--- config.mk ---
export PLATFORM = sky130hd
export DESIGN_NAME = mem_1024x8_fifo_ctrl
export DESIGN_NICKNAME = d
export VERILOG_FILES = /design/src/rtl/mem_1024x8_fifo_ctrl.sv
export SDC_FILE = /design/constraint.sdc
export NUM_CORES = 1
export LEC_CHECK = 0
export CAP_MARGIN = 20
export CORE_ASPECT_RATIO = 1.75
export CORE_UTILIZATION = 37
export DETAILED_ROUTE_END_ITERATION = 12
export GPL_ROUTABILITY_DRIVEN = 0
export PLACE_DENSITY = 0.68
export RECOVER_POWER = 25
export SYNTH_ARGS = -nofsm -noshare
export SYNTH_HDL_FRONTEND = slang
export SYNTH_SLANG_ARGS = --single-unit
--- constraint.sdc ---
create_clock -name mem_fifo_clk -period 6.03 [get_ports mem_fifo_clk]
set_input_delay 1.206 -clock mem_fifo_clk [delete_from_list [all_inputs] [get_ports mem_fifo_clk]]
set_output_delay 1.206 -clock mem_fifo_clk [all_outputs]
set_load 0.05 [all_outputs]
--- src/rtl/mem_1024x8_fifo_ctrl.sv ---
// mem_1024x8_fifo_ctrl
// Turns one 1024x8 dual-port memory tile into a first-word-fall-through FIFO.
// Writes go straight to the tile in the cycle a push is accepted. Reads are
// prefetched into a two-entry register queue so that the head entry is always
// presented on registered outputs. Keeping that queue two deep hides the
// tile's one-cycle read latency, so one push and one pop per cycle can be
// sustained.
// External ports keep the tile's bit ordering (index 0 is the MSB). Internal
// state uses conventional descending ranges. Whole-vector assignments map
// MSB to MSB, so values are unchanged.

module mem_1024x8_fifo_ctrl #(
    parameter int ADDR_W = 10,
    parameter int DATA_W = 8
) (
    input  logic              mem_fifo_clk,
    input  logic              mem_fifo_reset,
    input  logic              mem_fifo_flush,
    input  logic              push_valid,
    output logic              push_ready,
    input  logic [0:DATA_W-1] push_data,
    output logic              pop_valid,
    input  logic              pop_ready,
    output logic [0:DATA_W-1] pop_data,
    output logic [0:ADDR_W]   level,
    output logic [0:ADDR_W-1] mem_waddr,
    output logic [0:ADDR_W-1] mem_raddr,
    output logic [0:DATA_W-1] mem_data_in,
    output logic              mem_wen,
    output logic              mem_ren,
    input  logic [0:DATA_W-1] mem_data_out
);

    // RAM occupancy value meaning "every tile entry holds unread data".
    localparam logic [ADDR_W:0] DEPTH_CNT = {1'b1, {ADDR_W{1'b0}}};

    // Pointers into the tile.
    logic [ADDR_W-1:0] r_wptr;
    logic [ADDR_W-1:0] r_rptr;

    // Count of entries written to the tile but not yet read out of it.
    logic [ADDR_W:0]   r_ramCnt;

    // High in the cycle the tile's data_out carries the word read last cycle.
    logic              r_rdPend;

    // Two-entry output queue. r_q0 is the head and drives pop_data.
    logic [1:0]        r_outCnt;
    logic [DATA_W-1:0] r_q0;
    logic [DATA_W-1:0] r_q1;

    // Registered total occupancy.
    logic [ADDR_W:0]   r_level;

    logic              w_clear;
    logic              w_pushReady;
    logic              w_pushFire;
    logic              w_popValid;
    logic              w_popFire;
    logic [2:0]        w_inFlight;
    logic              w_issue;
    logic [DATA_W-1:0] w_rdData;
    logic [ADDR_W:0]   w_ramCntNext;
    logic [1:0]        w_outCntNext;
    logic [ADDR_W:0]   w_levelNext;

    // Reset and flush clear the same state. Reset wins only in the sense
    // that both lead to the identical cleared result.
    assign w_clear = mem_fifo_reset | mem_fifo_flush;

    // Pushes are refused while the tile is full or while state is being
    // cleared.
    assign w_pushReady = (r_ramCnt != DEPTH_CNT) && !w_clear;
    assign w_pushFire  = push_valid && w_pushReady;

    // A pop is ignored while clearing, so the cleared state is never
    // disturbed.
    assign w_popValid = (r_outCnt != 2'd0);
    assign w_popFire  = w_popValid && pop_ready && !w_clear;

    // Words that will occupy the output queue after this edge, counting a
    // read already in flight. A pop can only fire when r_outCnt is nonzero,
    // so this difference never goes negative.
    assign w_inFlight = {1'b0, r_outCnt} + {2'b00, r_rdPend} - {2'b00, w_popFire};

    // Prefetch only data committed in earlier cycles, and only if the queue
    // will have a free slot when the word arrives.
    assign w_issue = (r_ramCnt != '0) && (w_inFlight < 3'd2) && !w_clear;

    assign w_rdData = mem_data_out;

    assign w_ramCntNext = r_ramCnt + (ADDR_W + 1)'(w_pushFire) - (ADDR_W + 1)'(w_issue);
    assign w_outCntNext = r_outCnt + {1'b0, r_rdPend} - {1'b0, w_popFire};
    assign w_levelNext  = w_ramCntNext + (ADDR_W + 1)'(w_issue) + (ADDR_W + 1)'(w_outCntNext);

    // Advance the write and read pointers. Both wrap naturally at the tile
    // depth.
    always_ff @(posedge mem_fifo_clk) begin
        if (w_clear) begin
            r_wptr <= '0;
            r_rptr <= '0;
        end else begin
            if (w_pushFire) begin
                r_wptr <= r_wptr + 1'b1;
            end
            if (w_issue) begin
                r_rptr <= r_rptr + 1'b1;
            end
        end
    end

    // Track tile occupancy and the one-cycle read in flight.
    always_ff @(posedge mem_fifo_clk) begin
        if (w_clear) begin
            r_ramCnt <= '0;
            r_rdPend <= 1'b0;
        end else begin
            r_ramCnt <= w_ramCntNext;
            r_rdPend <= w_issue;
        end
    end

    // Output queue: capture returning tile data and shift on pops. When the
    // queue empties, r_q0 keeps its last value so pop_data holds steady.
    always_ff @(posedge mem_fifo_clk) begin
        if (w_clear) begin
            r_outCnt <= 2'd0;
            r_q0     <= '0;
            r_q1     <= '0;
        end else begin
            r_outCnt <= w_outCntNext;
            if (w_popFire) begin
                if (r_outCnt == 2'd2) begin
                    r_q0 <= r_q1;
                    if (r_rdPend) begin
                        r_q1 <= w_rdData;
                    end
                end else if (r_rdPend) begin
                    r_q0 <= w_rdData;
                end
            end else if (r_rdPend) begin
                if (r_outCnt == 2'd0) begin
                    r_q0 <= w_rdData;
                end else begin
                    r_q1 <= w_rdData;
                end
            end
        end
    end

    // Register the total occupancy: tile contents + read in flight + queue.
    always_ff @(posedge mem_fifo_clk) begin
        if (w_clear) begin
            r_level <= '0;
        end else begin
            r_level <= w_levelNext;
        end
    end

    assign push_ready  = w_pushReady;
    assign pop_valid   = w_popValid;
    assign pop_data    = r_q0;
    assign level       = r_level;
    assign mem_wen     = w_pushFire;
    assign mem_waddr   = r_wptr;
    assign mem_data_in = push_data;
    assign mem_ren     = w_issue;
    assign mem_raddr   = r_rptr;

endmodule

==> out/metrics.csv <==
stage;metric;value;unit
clock_tree;clk_latency;330;ps
route;antenna_left;0;
logic_synthesis;seq_area_frac_synth;39.37;%
timing;setup_tns;0;ps
status;violations;design-rule violations, max-capacitance violations, max-slew violations;
place;dp_hpwl;5.195;mm
floorplanning;die_y;123.1;um
route;drt-vias-per-instance;5.026;
route;wl_met3;242;um
logic_synthesis;yosys.area_share.simple;19.00;%
global_route;grt_pass1_wl;11.54;mm
timing;finalWorstSetupSlack;234.3;ps
worst_setup_path;cp_slowest_cell;fa_1;
final_layout;final_cells;492;
timing;worst_pin_slew;1905;ps
global_route;overflow;0;
logic_synthesis;synthCells;339;
route;dr_total_vias;2473;
final_layout;nFillCells;774;
power;swShare;41.86;%
worst_setup_path;setup.worst_path.end;level[0]$_SDFF_PP0_;
timing;min_period_over_period;96.11;%
global_route;grt_usage;17.33;%
route;wl_met2;3.853;mm
floorplanning;die_width;71.21;um
timing;fin_crit;5796;ps
final_layout;layout.nets;443;
worst_setup_path;r2r_slack;1240;ps
power;clkPwrFrac;21.7;%
timing;finalHoldViolations;0;
power;power_frac_seq;22.9;%
timing;finalClockSkew;4.737;ps
route;routed.top_layer;met4;
worst_setup_path;crit_path_max_fanout;3;
clock_tree;clk_pin_slew;50;ps
worst_setup_path;critPathLaunchType;input pin;
logic_synthesis;syn_area_per_cell;9.150;um2
power;p_leak;1.584;nW
route;met1_length;2.656;mm
route;drtIter0Drc;110;
worst_setup_path;end_kind;register;
worst_setup_path;timing.rr.start;r_outCnt[1]$_SDFF_PP0_;
final_layout;drive_gt1_share;12.69;%
floorplanning;die-area;8767;um2
status;outcome;complete, but fails checks;
worst_setup_path;critical_path_class;in2reg;
final_layout;final_area;4120;um2
power;ir_drop;328.0;uV
final_layout;final_common_cell;nor2_1;
clock_tree;clkSinkCount;61;
floorplanning;core;8016;um2
route;wire_per_inst;14.10;um
global_route;antenna_found_initial;0;
worst_setup_path;cp.arrival;6010;ps
logic_synthesis;synth_mux_area_share;5.970;%
timing;setup_viol;0;
final_layout;seqCellArea;1221;um2
floorplanning;initial_core_util;38.69;%
final_layout;area_growth;32.84;%
logic_synthesis;synth_top_area_share;39.37;%
logic_synthesis;synth-xor-area-share;10.37;%
hold_path;holdCritPathClass;reg2reg;
logic_synthesis;synth_top_family_by_area;simple AND/OR/NAND/NOR gates;
final_layout;insertedDiodeCount;0;
logic_synthesis;synth.area.top_cells;dfxtp_1, nor2_1, ha_1;
logic_synthesis;ys_seq_elements;61;
place;dpl-instance-area;3771;um2
logic_synthesis;yosysTopAreaCell;dfxtp_1;
logic_synthesis;yosysWarnings;0;
final_layout;mostFrequentLayoutCells;nor2_1, dfxtp_1, clkdlybuf4s50_1;
global_route;grt_max_degree;44;
job;drv_cap;1;
clock_tree;cts_tree;yes;
place;io_buffers;55;
final_layout;multi_input_area;1775;um2
worst_setup_path;critical-path-max-stage-delay;520;ps
power;p_int;1.291;mW
worst_setup_path;startpoint;mem_fifo_flush;
power;combPwrFrac;55.4;%
clock_tree;htreeDepth;3;
route;drc_errors;4;
place;dp.cells;477;
logic_synthesis;synth_compound_area_share;9.318;%
route;first_pass_iters;8;
final_layout;postLayoutCoreUtil;51.40;%
clock_tree;clk_path_buf_depth;2;
logic_synthesis;yosysUniqueCellTypes;51;
global_route;grt_pass1_vias;2566;
worst_setup_path;worstReg2RegEnd;level[0]$_SDFF_PP0_;
timing;rsz0062_at_grt;false;
route;routed_wl;6.938;mm
logic_synthesis;syn_nets;383;
worst_setup_path;required;6240;ps
power;power.density;539.1;nW/um2
timing;slew_headroom;-27.01;%
power;netSwitchingPower;0.9298;mW
place;dp_slack;-105.3;ps
timing;max_freq;0.1725;GHz
logic_synthesis;syn_area;3102;um2
clock_tree;cts_made_buffers;9;
floorplanning;row_count;43;
worst_setup_path;worst-r2r-cell-count;20;
floorplanning;io_pins;72;
clock_tree;root_buffer;clkbuf_16;
worst_setup_path;crit_path_cell_trace;clkdlybuf4s50_1 -> nor2_4 -> nand3_2 -> nor2_4 -> a21o_1 -> ha_1 -> inv_1 -> fa_1 -> xnor2_2 -> o311ai_4 -> nor2_4 -> ha_1 -> inv_1 -> ha_1 -> fa_1 -> inv_1 -> fa_1 -> or3_4 -> nor3_4 -> nand3_2 -> nor3_4 -> mux2_4;
timing;maxSlewViolCount;44;
logic_synthesis;synthAdderAreaFrac;10.25;%
==> logic make-up after synthesis <==
logic type,count (synthesis)
DFF,61
xor gates and xnor gates,35
buffers and inverters,39
and+or+nand+nor,124
AOI/OAI and AO/OA,39
muxes,18
adders and majority gates,23
==> flip-flops by register name, summed over array words and instances, names as in the netlist <==
| signal | count |
|---|---|
| level | 11 |
| mem_raddr | 10 |
| mem_waddr | 10 |
| pop_data | 8 |
| r_outCnt | 2 |
| r_q1 | 8 |
| r_ramCnt | 11 |
| r_rdPend | 1 |
==> synthesized netlist by cell type, drive strengths merged <==
library cell	instances
mux2i	17
o41ai	1
o311ai	1
a41oi	1
nor3	4
o22ai	2
mux2	1
nand4b	1
fa	4
a21o	1
nor4	1
and4	2
dfxtp	61
and3	4
a211oi	3
nand4	5
o41a	1
nand2b	1
or3	5
o21ai	4
buf	10
nor2	67
and2	6
nand4bb	1
nor3b	1
clkbuf	8
or2	4
inv	21
o311a	1
o21bai	3
a31oi	2
nand3	6
ha	19
a21oi	18
or3b	1
xnor2	17
a221oi	1
nand2	15
xor2	18
==> power groups by stage <==
stage | Sequential [mW] | Combinational (mW) | Clock, mW
floorplan | 0.622 | 0.792 | 0
global placement | 0.515 | 1.18 | 0
detailed placement | 0.517 | 1.19 | 0
CTS | 0.508 | 1.20 | 0.495
global route | 0.515 | 1.35 | 0.509
finish | 0.509 | 1.23 | 0.481
==> per-layer routing <==
layer	track usage (%)	vias to the layer above
met5	0	-
met3	3.993	12
li1	-	1245
met2	32.44	43
met4	9.875	0
met1	17.20	1173
==> per-stage QoR <==
stage	hold slack, ps	total power [mW]
2_1_floorplan	460.1	1.414
3_3_place_gp	465.6	1.697
3_5_place_dp	474.6	1.711
4_1_cts	486.4	2.205
5_1_grt	498.4	2.372
6_report	482.9	2.221
==> worst max-delay path: cells and delay by family <==
| kind | cells | cell delay [ps] |
|---|---|---|
| buf+inv | 4 | 630 |
| compound gates | 2 | 250 |
| mux | 1 | 310 |
| xor+xnor | 1 | 250 |
| fa+ha+maj | 6 | 1820 |
| simple gates | 8 | 1550 |
==> cell type report <==
cell class,instances,area share (%)
clock buffer,13,6.802
inverter,21,1.913
timing repair buffer,67,15.70
multi-input combinational,239,43.09
tap,90,2.733
sequential,61,29.64
clock inverter,1,0.1215
==> worst min path at each step <==
stage,startpoint,to,slack [ps],cells past startpoint
global placement,pop_data[6]$_SDFFE_PP0P_,pop_data[6]$_SDFFE_PP0P_,470,2
CTS,pop_data[6]$_SDFFE_PP0P_,pop_data[6]$_SDFFE_PP0P_,490,2
global route,pop_data[1]$_SDFFE_PP0P_,pop_data[1]$_SDFFE_PP0P_,500,2
detailed placement,pop_data[6]$_SDFFE_PP0P_,pop_data[6]$_SDFFE_PP0P_,470,2
floorplan,r_q1[0]$_SDFFE_PP0P_,r_q1[0]$_SDFFE_PP0P_,460,2
finish,pop_data[6]$_SDFFE_PP0P_,pop_data[6]$_SDFFE_PP0P_,480,2
==> timing repair <==
| item | in CTS | in global routing |
|---|---|---|
| hold buffers | 0 | 0 |
| gates resized for setup | 0 | 10 |
| setup endpoints to repair | 0 | 1 |
| setup buffers | 0 | 1 |
No activity file was read; power rests on OpenSTA's default activity.
